[config.mk]
export PLATFORM = sky130hd
export DESIGN_NAME = irq_priority_ctrl
export DESIGN_NICKNAME = d
export VERILOG_FILES = /design/src/rtl/irq_priority_ctrl.sv
export SDC_FILE = /design/constraint.sdc
export NUM_CORES = 1
export LEC_CHECK = 0
export BUFFER_PORTS_ARGS = -buffer_cell sky130_fd_sc_hd__buf_2
export CORE_AREA = 2 2 59 61
export CTS_CLUSTER_SIZE = 20
export DETAILED_ROUTE_END_ITERATION = 16
export DIE_AREA = 0 0 61 63
export PLACE_DENSITY = 0.76
export SYNTH_ARGS = -nofsm -noshare
export SYNTH_HDL_FRONTEND = slang
export SYNTH_SLANG_ARGS = --single-unit
[constraint.sdc]
create_clock -name CLK -period 3 [get_ports CLK]
set_clock_uncertainty 0.05 [all_clocks]
set_input_delay 0.6 -clock CLK [delete_from_list [all_inputs] [get_ports CLK]]
set_output_delay 0.6 -clock CLK [all_outputs]
set_load 0.05 [all_outputs]
[src/rtl/irq_priority_ctrl.sv]
// ---------------------------------------------------------------------------
// irq_priority_ctrl
//
// Interrupt controller for the SM83 core. Holds the IE and IF registers,
// edge-detects peripheral request lines, tracks the master enable (IME) with
// the one-instruction EI delay, and resolves the highest-priority pending
// source (bit 0 wins). A small request/acknowledge FSM hands the dispatch
// vector to the core's interrupt sequencer.
//
// Ports
//   CLK        in   1        core clock, rising edge
//   nRESET     in   1        asynchronous active-low reset
//   A          in   16       address bus
//   D_in       in   8        write data
//   D_out      out  8        read data (combinational, 0 when RD=0)
//   WR         in   1        write strobe
//   RD         in   1        read strobe
//   irq_in     in   NUM_IRQ  peripheral request levels
//   ei         in   1        EI executed pulse
//   di         in   1        DI executed pulse
//   instr_end  in   1        instruction boundary pulse
//   int_ack    in   1        sequencer acknowledge (level)
//   int_req    out  1        interrupt request to the sequencer
//   vec_valid  out  1        vec_out is valid
//   vec_out    out  8        dispatch vector low byte
//   wake       out  1        any enabled interrupt pending (ignores IME)
// ---------------------------------------------------------------------------
module irq_priority_ctrl #(
    parameter int          NUM_IRQ    = 5,
    parameter logic [15:0] IE_ADDR    = 16'hFFFF,
    parameter logic [15:0] IF_ADDR    = 16'hFF0F,
    parameter logic [7:0]  VEC_BASE   = 8'h40,
    parameter int          VEC_STRIDE = 8
) (
    input  logic               CLK,
    input  logic               nRESET,
    input  logic [15:0]        A,
    input  logic [7:0]         D_in,
    output logic [7:0]         D_out,
    input  logic               WR,
    input  logic               RD,
    input  logic [NUM_IRQ-1:0] irq_in,
    input  logic               ei,
    input  logic               di,
    input  logic               instr_end,
    input  logic               int_ack,
    output logic               int_req,
    output logic               vec_valid,
    output logic [7:0]         vec_out,
    output logic               wake
);

    typedef enum logic [1:0] {
        ST_IDLE  = 2'd0,
        ST_LATCH = 2'd1,
        ST_VEC   = 2'd2
    } state_t;

    state_t             state_q, state_d;
    logic [7:0]         ie_q, ie_d;
    logic [NUM_IRQ-1:0] if_q, if_d;
    logic [NUM_IRQ-1:0] irq_prev_q;
    logic [NUM_IRQ-1:0] edge_q;
    logic               ime_q, ime_d;
    logic               ei_pend_q, ei_pend_d;
    logic [2:0]         idx_q, idx_d;
    logic               none_q, none_d;

    logic [NUM_IRQ-1:0] pending;
    logic [NUM_IRQ-1:0] lowest_mask;
    logic [NUM_IRQ-1:0] clr_mask;
    logic [2:0]         low_idx;
    logic               any_pending;
    logic               clear_en;
    logic               wr_ie;
    logic               wr_if;
    logic [7:0]         if_rd;
    logic [7:0]         vec_calc;

    assign pending     = ie_q[NUM_IRQ-1:0] & if_q;
    assign any_pending = |pending;
    assign wake        = any_pending;
    assign wr_ie       = WR && (A == IE_ADDR);
    assign wr_if       = WR && (A == IF_ADDR);

    // Two's-complement trick isolates the lowest set bit as a one-hot mask.
    assign lowest_mask = pending & (~pending + 1'b1);
    assign clr_mask    = clear_en ? lowest_mask : '0;

    always_comb begin
        low_idx = 3'd0;
        for (int i = NUM_IRQ - 1; i >= 0; i--) begin
            if (pending[i]) begin
                low_idx = 3'(i);
            end
        end
    end

    // IF read-back: unimplemented upper bits read as 1.
    generate
        for (genvar gi = 0; gi < 8; gi++) begin : g_if_rd
            if (gi < NUM_IRQ) begin : g_impl
                assign if_rd[gi] = if_q[gi];
            end else begin : g_unimpl
                assign if_rd[gi] = 1'b1;
            end
        end
    endgenerate

    always_comb begin
        D_out = 8'h00;
        if (RD) begin
            if (A == IE_ADDR) begin
                D_out = ie_q;
            end else if (A == IF_ADDR) begin
                D_out = if_rd;
            end
        end
    end

    assign vec_calc = VEC_BASE + 8'(idx_q) * 8'(VEC_STRIDE);

    // Dispatch FSM: next state and outputs.
    always_comb begin
        state_d   = state_q;
        idx_d     = idx_q;
        none_d    = none_q;
        int_req   = 1'b0;
        vec_valid = 1'b0;
        vec_out   = 8'h00;
        clear_en  = 1'b0;
        case (state_q)
            ST_IDLE: begin
                int_req = ime_q & any_pending;
                if (int_ack && ime_q && any_pending) begin
                    state_d = ST_LATCH;
                end
            end
            ST_LATCH: begin
                // Priority is resolved here; IE/IF may have changed since
                // the request, in which case nothing is left to service.
                idx_d    = low_idx;
                none_d   = ~any_pending;
                clear_en = any_pending;
                state_d  = ST_VEC;
            end
            ST_VEC: begin
                vec_valid = 1'b1;
                vec_out   = none_q ? 8'h00 : vec_calc;
                if (!int_ack) begin
                    state_d = ST_IDLE;
                end
            end
            default: begin
                state_d = ST_IDLE;
            end
        endcase
    end

    // Register next-state: bus write, then service clear, then edge set
    // (a same-cycle edge always wins).
    always_comb begin
        ie_d = wr_ie ? D_in : ie_q;
        if_d = if_q;
        if (wr_if) begin
            if_d = D_in[NUM_IRQ-1:0];
        end
        if_d = (if_d & ~clr_mask) | edge_q;
    end

    // IME: EI arms a pending enable that matures on a later instruction
    // boundary; DI and interrupt entry cancel both immediately.
    always_comb begin
        ime_d     = ime_q;
        ei_pend_d = ei_pend_q;
        if (di || (state_q == ST_LATCH)) begin
            ime_d     = 1'b0;
            ei_pend_d = 1'b0;
        end else begin
            if (ei_pend_q && instr_end) begin
                ime_d     = 1'b1;
                ei_pend_d = 1'b0;
            end
            if (ei) begin
                ei_pend_d = 1'b1;
            end
        end
    end

    always_ff @(posedge CLK or negedge nRESET) begin
        if (!nRESET) begin
            state_q    <= ST_IDLE;
            ie_q       <= 8'h00;
            if_q       <= '0;
            irq_prev_q <= '0;
            edge_q     <= '0;
            ime_q      <= 1'b0;
            ei_pend_q  <= 1'b0;
            idx_q      <= 3'd0;
            none_q     <= 1'b0;
        end else begin
            state_q    <= state_d;
            ie_q       <= ie_d;
            if_q       <= if_d;
            irq_prev_q <= irq_in;
            edge_q     <= irq_in & ~irq_prev_q;
            ime_q      <= ime_d;
            ei_pend_q  <= ei_pend_d;
            idx_q      <= idx_d;
            none_q     <= none_d;
        end
    end

endmodule

-- Word-level counts from Yosys, hierarchy flattened
Cells that the tools add are included.
- logic and storage cells: 61
- register bits: 31
- input port bits: 37
- output and inout port bits: 19
- multiplexer cells: 23
- bitwise operators: 10
- $add $sub $neg: 2
- equal/unequal tests: 6
- reduce and logical (&&, ||, !) cells: 11
- operator list (cell ; count):
    8-bit two-way mux ; 5
    16-bit == test (second input constant) ; 2
    5-bit bitwise AND ; 4
    3-bit two-way mux ; 5
    5-bit NOT ; 3
    5-bit two-way mux ; 2
    7-bit by 6-bit adder with 8-bit output (first input constant) ; 1
    1-bit two-way mux ; 8
    2-bit case mux with 3 select lines ; 1
    5-bit by 1-bit adder with 5-bit output (second input constant) ; 1
    1-bit logical AND ; 5
    5-bit OR ; 1
    5-bit OR reduction ; 1
    2-bit two-way mux ; 2
    2-bit != test (second input constant) ; 2
    3-bit nonzero test ; 1
    2-bit by 1-bit == test with 1-bit output (second input constant) ; 1
    2-bit == test (second input constant) ; 1
    2-bit zero test ; 1
    2-bit AND reduction ; 1
    2-bit nonzero test ; 1
    1-bit bitwise AND ; 1
    1-bit logical OR ; 1
    1-bit NOT ; 1

-- Depth between registers and ports, before layout
Gate-level depths: netlist of run 1.
- depth in word-level cells: 8
- gate-level depth with buffers: 5
- mapped depth without buffers: 4

-- Worst setup path before layout of run 1
No wires, ideal clock.
- path type: reg-to-output
- start point: register state_q[0]
- end point: output port vec_out[3]
- path slack: -0.212 ns
- cell stages (with the launch flop): 4
- required time: 2.350 ns
- arrival: 2.562 ns
- buffers on the path: 0
- cells stage by stage: dfrtp_1 nor2b_1 nor2b_1 and2_1
- longest elaborated chain between the ends: 2
- RTL lines (element ; line ; text):
    from (decl) ; 59 ; state_t state_q, state_d;
    from (signal assigned) ; 202 ; state_q <= state_d;
    2-bit == test ; 132 ; case (state_q)
    8-bit two-way mux ; 132 ;
    to (decl) ; 49 ; output logic [7:0] vec_out,
Every way passes these cells.

-- Worst setup path after layout of run 1
- start point: input port A[5]
- end point: output port D_out[7]
- longest elaborated chain between the ends: 4
- RTL lines (element ; line ; text):
    from (decl) ; 37 ; input logic [15:0] A,
    16-bit == test ; 115 ; end else if (A == IF_ADDR) begin
    8-bit two-way mux ; 115 ;
    8-bit two-way mux * ; 113 ; if (A == IE_ADDR) begin
    8-bit two-way mux * ; 112 ; if (RD) begin
    to (decl) ; 39 ; output logic [7:0] D_out,
Every way passes the cells marked *; elsewhere a longest branch is shown, timed or not.

==> impl_metrics.toml, run 1 <==
[run_status]
status = "completed"

[critical_path]
crit_chain = "buf_2, or4_4, nor4_4, buf_4, a21oi_1, nor2b_2, buf_2"
path_delay_family = "simple AND/OR/NAND/NOR gates"
cpMostUsedCell = "buf_2"
cp.arrival_ns = 2.23
critical_path_class = "in2out"
max_stage_delay_ns = 0.57
required_ns = 2.35
cp-start-kind = "input port"
cp.buffers_inverters = 3
cp_max_fo = 6
worst_setup_path_end_kind = "primary output"
slowest_stage = "or4_4"
ff2ff_setup_slack_ns = 1.06

[logic_synthesis]
synthCells = 130
netlist_area_um2 = 1480
synthArstFlopShare_pct = 100
ys_seq_area_share_pct = 52.5
ys_ff_latch = 31
ys.flop_type = "dfrtp_1"
synth_edf_count = 0
syn_area_per_cell_um2 = 11.4
yosysWarnings = 0
yosysUniqueCellTypes = 32

[timing]
slew_violations = 0
rsz0062_at_grt = "no"
worst_pin_slew_ns = 0.652
period_needed_ns = 2.88
hold_violations = 0
setup_tns_ns = 0
final.setup.worst_slack_ns = 0.124
timing.final.crit_share_pct = 95.9
setup_violations = 0
hold_ws_ns = 0.238
fmax_mhz = 348
relSlewSlack_pct = 56.5

[clock_tree]
clock-sinks = 31
h-tree-depth = 2
clock_path_buffers = 2
cts_tree = "done"
cts_setup_buffers = 0
cts.repair.resized = 0
clk_latency_ns = 0.33
clk_pin_slew_ns = 0.10
cts_made_buffers = 5
holdBufCountCts = 0
root_buffer = "clkbuf_4"

[place]
io_buffers = 51
dp_slack_ns = -0.000663
finalWeightedCongestion = 0.828
placed_area_um2 = 1800
dp_hpwl_mm = 2.51

[route]
drtIter0Drc = 17
drc = 0
wl_per_cell_um = 13.3
first_pass_iters = 4
wl_mm = 3.10
ant_nets = 0
vias = 1219
viasPerCell = 5.23

[floorplan]
dieArea_um2 = 3840
die_h_um = 63
boundaryPins = 56
start_util_pct = 45.8
rows = 21
fp.coreArea_um2 = 3230
die_w_um = 61

[power]
p_per_area_nw_per_um2 = 388
total_leakage_power_nw = 0.908
vdd_drop_max_uv = 257

[global_routing]
gr-max-usage-layer = "met2"
grt_pass1_vias = 1168
grtUsageTotal_pct = 18.0
grt_util_met1_pct = 21.1
grt_pass1_wl_mm = 5.16
met2_usage_pct = 29.2
grt_max_degree = 32
use_met3_pct = 6.00
antenna_found_initial = 0
grt-ovfl-total = 0

[run]
max-cap-violations = 0

[cells_and_area]
area_growth_pct = 25.5
design_area_um2 = 1860
final_nets = 223
drive_gt1_share_pct = 47.1
diodes = 0
fin_util_pct = 57.4

[hold_path]
hold_path.class = "in2async"
[layer usage]
metal | vias to the layer above | wire length [um]
met5 | - | 0
met3 | 9 | 162
met1 | 585 | 1280
met2 | 32 | 1580
li1 | 593 | -
met4 | 0 | 83
[flip-flops by register name, indices dropped and copies added (netlist names)]
register,flops
ei_pend_q,1
ime_q,1
state_q,2
if_q,5
irq_prev_q,5
none_q,1
edge_q,5
idx_q,3
ie_q,8
[cells in the mapped netlist (all sizes together), types with 2 or more instances]
cell type | n | area, um2
dfrtp | 31 | 776
nor2b | 16 | 100
nand2 | 11 | 43.8
a22oi | 8 | 60.1
mux2 | 8 | 90.1
nand4 | 8 | 50.1
and2 | 6 | 37.5
a21oi | 5 | 25.0
buf | 4 | 30.0
nor4 | 4 | 55.1
a311o | 3 | 30.0
and4 | 3 | 30.0
clkbuf | 3 | 12.5
a21o | 2 | 16.3
inv | 2 | 7.51
nand3b | 2 | 15.0
nor3 | 2 | 10.0
o21ai | 2 | 10.0
[worst reg2reg max path, cell delays in order, from the launching register on]
cell and delay (ns):
dfrtp_1 0.41, nor2b_1 0.53, nand4_1 0.25, and4_2 0.30, a311o_1 0.30
[final cells by class]
cell class              instances  area [um2]
clock inverters                 3        20.0
multi-input cells              93         687
inverters                       2        7.51
fillers                       284        1380
clock buffers                   5        37.5
flip-flops and latches         31         776
repair buffers                 53         270
well taps                      46        57.6
[path summary, 6_finish.rpt]
check | from | to | cells past startpoint
setup reg to reg | state_q[0] | if_q[4] | 4
hold reg to reg | irq_prev_q[4] | edge_q[4] | 1
max in group asynchronous | nRESET | ie_q[5] | 1
min in group CLK | irq_in[2] | irq_prev_q[2] | 1
setup / recovery | A[5] | D_out[7] | 7
hold / removal | nRESET | if_q[0] | 1
[power by group]
part / internal (W) / switching (W) / leakage [nW] / total (W)
logic: 0.0000231 / 0.0000349 / 0.492 / 0.0000579
registers: 0.000426 / 0.00000278 / 0.388 / 0.000429
clock network: 0.0000893 / 0.000145 / 0.0272 / 0.000234
[cells in the final DEF, fill, tap and decap left out, types with 2 or more instances in the layout]
cell and count:
a21oi_1 5, a22oi_1 8, a311o_1 3, and2_1 6, and4_2 3, buf_2 51
buf_4 2, clkbuf_4 5, clkinvlp_4 2, conb_1 4, dfrtp_1 31, inv_1 2
mux2_2 8, nand2_1 10, nand3b_1 2, nand4_1 8, nor2b_1 7, nor2b_2 9
nor3_1 2, nor4_1 2, nor4_4 2, o21ai_0 2
[metrics by stage]
stage	power [W]	cells
floorplan	0.000464	133
finish	0.000721	233
CTS	0.000731	233
detailed placement	0.000496	225
global route	0.000759	233
global placement	0.000493	225
[kinds of logic after synthesis]
family,share of synthesized area [%]
flops,52.5
compound gates,11.8
other cells,0.254
mux,6.09
buf+inv,3.38
simple gates,26.1
Power figures use the tool's default switching activity.
==> run 2: changes to the inputs <==
--- a/config.mk
+++ b/config.mk
@@ -6,11 +6,12 @@
 export NUM_CORES = 1
 export LEC_CHECK = 0
 export BUFFER_PORTS_ARGS = -buffer_cell sky130_fd_sc_hd__buf_2
-export CORE_AREA = 2 2 59 61
+export CORE_AREA = 5 5 62 64
 export CTS_CLUSTER_SIZE = 20
 export DETAILED_ROUTE_END_ITERATION = 16
-export DIE_AREA = 0 0 61 63
+export DIE_AREA = 0 0 67 69
 export PLACE_DENSITY = 0.76
+export REMOVE_ABC_BUFFERS = 1
 export SYNTH_ARGS = -nofsm -noshare
 export SYNTH_HDL_FRONTEND = slang
 export SYNTH_SLANG_ARGS = --single-unit
==> run 2 against run 1 <==
  * Cell area down 1.3%
  * Worst setup slack worse by 0.038 ns
  * Total power up 1.3%
  * Global-route usage down 2.4 points
  * Clock power up 4%
  * Non-clock buffer count unchanged
  * Fmax down 1.3%
  * Critical endpoint unchanged
  * Largest power group unchanged
==> impl_metrics.toml, run 2 (synthesis results as in run 1) <==
[clock_tree]
h-tree-depth = 2
cts_setup_buffers = 0
cts.repair.resized = 0
cts_made_buffers = 5
clock_path_buffers = 2
clk_pin_slew_ns = 0.10
cts_tree = "done"
holdBufCountCts = 0
clock-sinks = 31
root_buffer = "clkbuf_4"
clk_latency_ns = 0.33

[cells_and_area]
final_cell_mix = "51 x buf_2, 31 x dfrtp_1, 16 x nor2b_1"
multi_input_area_um2 = 664
register_area_um2 = 776
fillers = 301
diodes = 0
area_growth_pct = 23.9
largest_reg_flops = 8
final_common_cell = "buf_2"
fin_util_pct = 56.7
drive_gt1_share_pct = 41.9
final_nets = 223
largest_register = "ie_q"

[critical_path]
worst_setup_path_end_kind = "primary output"
timing.rr.end = "if_q[4]"
ff2ff_setup_slack_ns = 1.01
crit_chain = "buf_2, or4_4, nor4_4, buf_4, a21oi_1, nor2b_1, buf_2"
cp.arrival_ns = 2.26
required_ns = 2.35
cp_num_cells = 7
endpoint = "D_out[7]"
cp-startpoint = "A[5]"
slowest_stage = "or4_4"
cpMostUsedCell = "buf_2"
cp.buffers_inverters = 3
cp_max_fo = 6
r2r_start = "state_q[0]"
path_delay_family = "simple AND/OR/NAND/NOR gates"
max_stage_delay_ns = 0.57
r2r_cells = 4
critical_path_class = "in2out"
cp-start-kind = "input port"

[run]
max-cap-violations = 0

[power]
p_sw_w = 0.000174
swShare_pct = 23.8
clockPowerShare_pct = 33.4
vdd_drop_max_uv = 290
total_leakage_power_nw = 0.907
p_per_area_nw_per_um2 = 399
combPwrFrac_pct = 7.9
seq_power_share_pct = 58.7
p_int_w = 0.000557

[global_routing]
grt-ovfl-total = 0
grt_max_degree = 32
grt_pass1_wl_mm = 5.47
grt_pass1_vias = 1238
grtUsageTotal_pct = 15.6
antenna_found_initial = 0

[floorplan]
dieArea_um2 = 4620
die_h_um = 69
start_util_pct = 45.8
die_w_um = 67
fp.coreArea_um2 = 3230
rows = 21
boundaryPins = 56

[timing]
period_needed_ns = 2.91
setup_tns_ns = 0
rsz0062_at_grt = "no"
hold_violations = 0
fmax_mhz = 343
final.setup.worst_slack_ns = 0.0860
worst_pin_slew_ns = 0.679
timing.final.crit_share_pct = 97.1
setup_violations = 0
slew_violations = 0
relSlewSlack_pct = 54.7
hold_ws_ns = 0.255

[place]
dp_hpwl_mm = 2.60
finalWeightedCongestion = 0.868
dp_slack_ns = -0.0429
io_buffers = 51

[route]
drtIter0Drc = 36
vias = 1229
wl_per_cell_um = 14.4
wl_mm = 3.34
ant_nets = 0
first_pass_iters = 4
viasPerCell = 5.30
drc = 0

[run_status]
status = "completed"

[hold_path]
hold_path.class = "in2async"
run 2: power groups by stage:
stage	combinational, W	sequential [W]	clock (W)
floorplan	0.0000211	0.000436	0
global placement	0.0000565	0.000437	0
detailed placement	0.0000587	0.000437	0
CTS	0.0000590	0.000429	0.000256
global route	0.0000645	0.000430	0.000274
finish	0.0000577	0.000429	0.000244
run 2: final cells by class:
class	instances	area share, %
Multi-Input combinational cell	93	36.3
Tap cell	46	3.14
Sequential cell	31	42.3
Inverter	2	0.410
Timing Repair Buffer	53	14.8
Clock inverter	1	0.273
Clock buffer	6	2.80
run 2: metrics by stage:
step                      power [W]  cell area [um2]  std cells
after floorplan            0.000457             1450        126
after global placement     0.000493             1780        225
after detailed placement   0.000496             1780        225
after CTS                  0.000743             1830        232
after global routing       0.000768             1830        232
final                      0.000730             1830        232
run 2: how the worst min path moves through the flow:
stage / end / slack (ns) / cells past startpoint
2_1_floorplan: edge_q[0] / 0.25 / 0
3_3_place_gp: edge_q[2] / 0.33 / 1
3_5_place_dp: edge_q[2] / 0.34 / 1
4_1_cts: if_q[3] / 0.26 / 1
5_1_grt: irq_prev_q[1] / 0.29 / 1
6_report: if_q[3] / 0.25 / 1
run 2: per-layer routing:
layer  wire length, um  share of wire [%]  track usage, %  vias up
li1                  -                  -               -      587
met3               277                8.3            4.87        7
met4                81                2.4            8.33        0
met1              1250                 37            16.2      595
met5                 0                  0               0        -
met2              1740                 52            27.1       40
==> run 3: changes to the inputs <==
--- a/config.mk
+++ b/config.mk
@@ -6,6 +6,7 @@
 export NUM_CORES = 1
 export LEC_CHECK = 0
 export BUFFER_PORTS_ARGS = -buffer_cell sky130_fd_sc_hd__buf_2
+export CAP_MARGIN = 10
 export CORE_AREA = 5 5 62 64
 export CTS_CLUSTER_SIZE = 20
 export DETAILED_ROUTE_END_ITERATION = 16
==> constraint.sdc (replaced) <==
create_clock -name CLK -period 2.79 [get_ports CLK]
set_clock_uncertainty 0.05 [all_clocks]
set_input_delay 0.558 -clock CLK [delete_from_list [all_inputs] [get_ports CLK]]
set_output_delay 0.558 -clock CLK [all_outputs]
set_load 0.05 [all_outputs]
==> run 3 against run 2 <==
  * Register-to-register slack got worse by 0.15 ns
  * Sequential power rose by 7.5%
  * Critical endpoint is now D_out[1]
  * Largest power group unchanged
  * Routed wire length fell by 0.87%
  * Flip-flop and latch count did not move
  * Sequential share of layout area fell by 0.96 points
  * Clock power rose by 20%
  * First-iteration DRC count rose by 61%
  * Total power rose by 12%
  * Non-clock buffer count rose by 3
  * Critical path depth did not move
  * Via count rose by 0.90%
==> impl_metrics.toml, run 3 (synthesis results as in run 1) <==
[timing]
relSlewSlack_pct = 55.3
final.setup.worst_slack_ns = 0.0337
setup_violations = 0
worst_pin_slew_ns = 0.670
period_needed_ns = 2.76
slew_violations = 0
hold_violations = 0
fmax_mhz = 363
timing.final.crit_share_pct = 98.8

[route]
drtIter0Drc = 58
first_pass_iters = 4
vias = 1240
wl_per_cell_um = 14.0
wl_mm = 3.31
viasPerCell = 5.25
drc = 0
ant_nets = 0

[critical_path]
critical_path_class = "in2out"
max_stage_delay_ns = 0.55
ff2ff_setup_slack_ns = 0.86
r2r_cells = 4
r2r_start = "state_q[0]"
path_delay_family = "simple AND/OR/NAND/NOR gates"
cp-start-kind = "input port"
worst_setup_path_end_kind = "primary output"
crit_chain = "buf_2, or4_4, nor4_4, buf_4, a22oi_1, nor2b_1, clkbuf_4"
required_ns = 2.18
cp.buffers_inverters = 3
timing.rr.end = "if_q[4]"
cp_max_fo = 3
slowest_stage = "or4_4"
cp.arrival_ns = 2.15

[run]
max-cap-violations = 0

[place]
finalWeightedCongestion = 0.884
dp.cells = 226
io_buffers = 51
dp_slack_ns = -0.137
dp_hpwl_mm = 2.55

[hold_path]
hold_path.class = "in2async"

[cells_and_area]
stdcell_count = 236
largest_reg_flops = 8
diodes = 0
final_common_cell = "buf_2"
fillers = 295
area_growth_pct = 26.7
largest_register = "ie_q"
final_nets = 226
fin_util_pct = 58.0
multi_input_area_um2 = 664
drive_gt1_share_pct = 42.6
final_cell_mix = "48 x buf_2, 31 x dfrtp_1, 16 x nor2b_1"
register_area_um2 = 776

[floorplan]
fp.coreArea_um2 = 3230
dieArea_um2 = 4620
boundaryPins = 56
start_util_pct = 45.8
rows = 21
die_w_um = 67
die_h_um = 69

[global_routing]
grt_pass1_vias = 1250
grt_pass1_wl_mm = 5.38
antenna_found_initial = 0
grt-ovfl-total = 0
grtUsageTotal_pct = 15.2
grt_max_degree = 32

[power]
vdd_drop_max_uv = 341
total_leakage_power_nw = 0.925
p_per_area_nw_per_um2 = 435
p_total_w = 0.000815

[clock_tree]
clock-sinks = 31
root_buffer = "clkbuf_4"
clk_pin_slew_ns = 0.10
clock_path_buffers = 2
holdBufCountCts = 0
h-tree-depth = 2
clk_latency_ns = 0.33
cts_made_buffers = 5
cts_tree = "done"

[run_status]
status = "completed"
==> run 3: cell types whose count changed in the layout (fill, tap and decap cells not counted) <==
cell      delta
buf_2        -3
buf_4        +4
clkbuf_1     +1
clkbuf_4     +2
clkbuf_8     +1
clkinv_2     -1
==> run 3: routing by layer <==
layer  wire (um)  share of wire (%)  GRT usage (%)
met1        1290                 39           16.8
met3         257                7.8           5.52
met4          68                2.1           6.76
met2        1700                 51           25.3
met5           0                  0              0
==> run 3: through the flow <==
step	TNS, ns	area (um2)	hold slack [ns]
6_report	0	1870	0.209
5_1_grt	-0.0771	1870	0.252
4_1_cts	0	1850	0.222
3_5_place_dp	-0.536	1780	0.336
3_3_place_gp	-0.114	1780	0.333
2_1_floorplan	-3.38	1450	0.212
==> run 3: how the worst max path moves through the flow <==
stage	from	slack [ns]	cells past startpoint	end
floorplan	state_q[0]	-0.38	3	vec_out[3]
global placement	A[5]	-0.04	7	D_out[7]
detailed placement	A[5]	-0.14	7	D_out[7]
CTS	A[5]	0.003	7	D_out[7]
global route	A[5]	-0.04	7	D_out[1]
finish	A[5]	0.03	7	D_out[1]
==> run 3: cell type report <==
cell class	count	area share [%]
Clock buffer	8	3.67
Inverter	2	0.401
Sequential cell	31	41.4
Multi-Input combinational cell	93	35.4
Timing Repair Buffer	56	16.0
Tap cell	46	3.07
==> run 3: timing repair <==
item,in CTS,in global routing
gates resized for setup,0,4
pin swaps,1,1
endpoints found under the hold margin,0,0
endpoints found under the setup margin,8,5
buffers inserted,0,2
==> run 3: report_power, final <==
group	total [W]	switching (W)	internal [W]
registers	0.000461	0.00000289	0.000458
logic	0.0000624	0.0000378	0.0000246
clock network	0.000292	0.000143	0.000148
total	0.000815	0.000184	0.000631
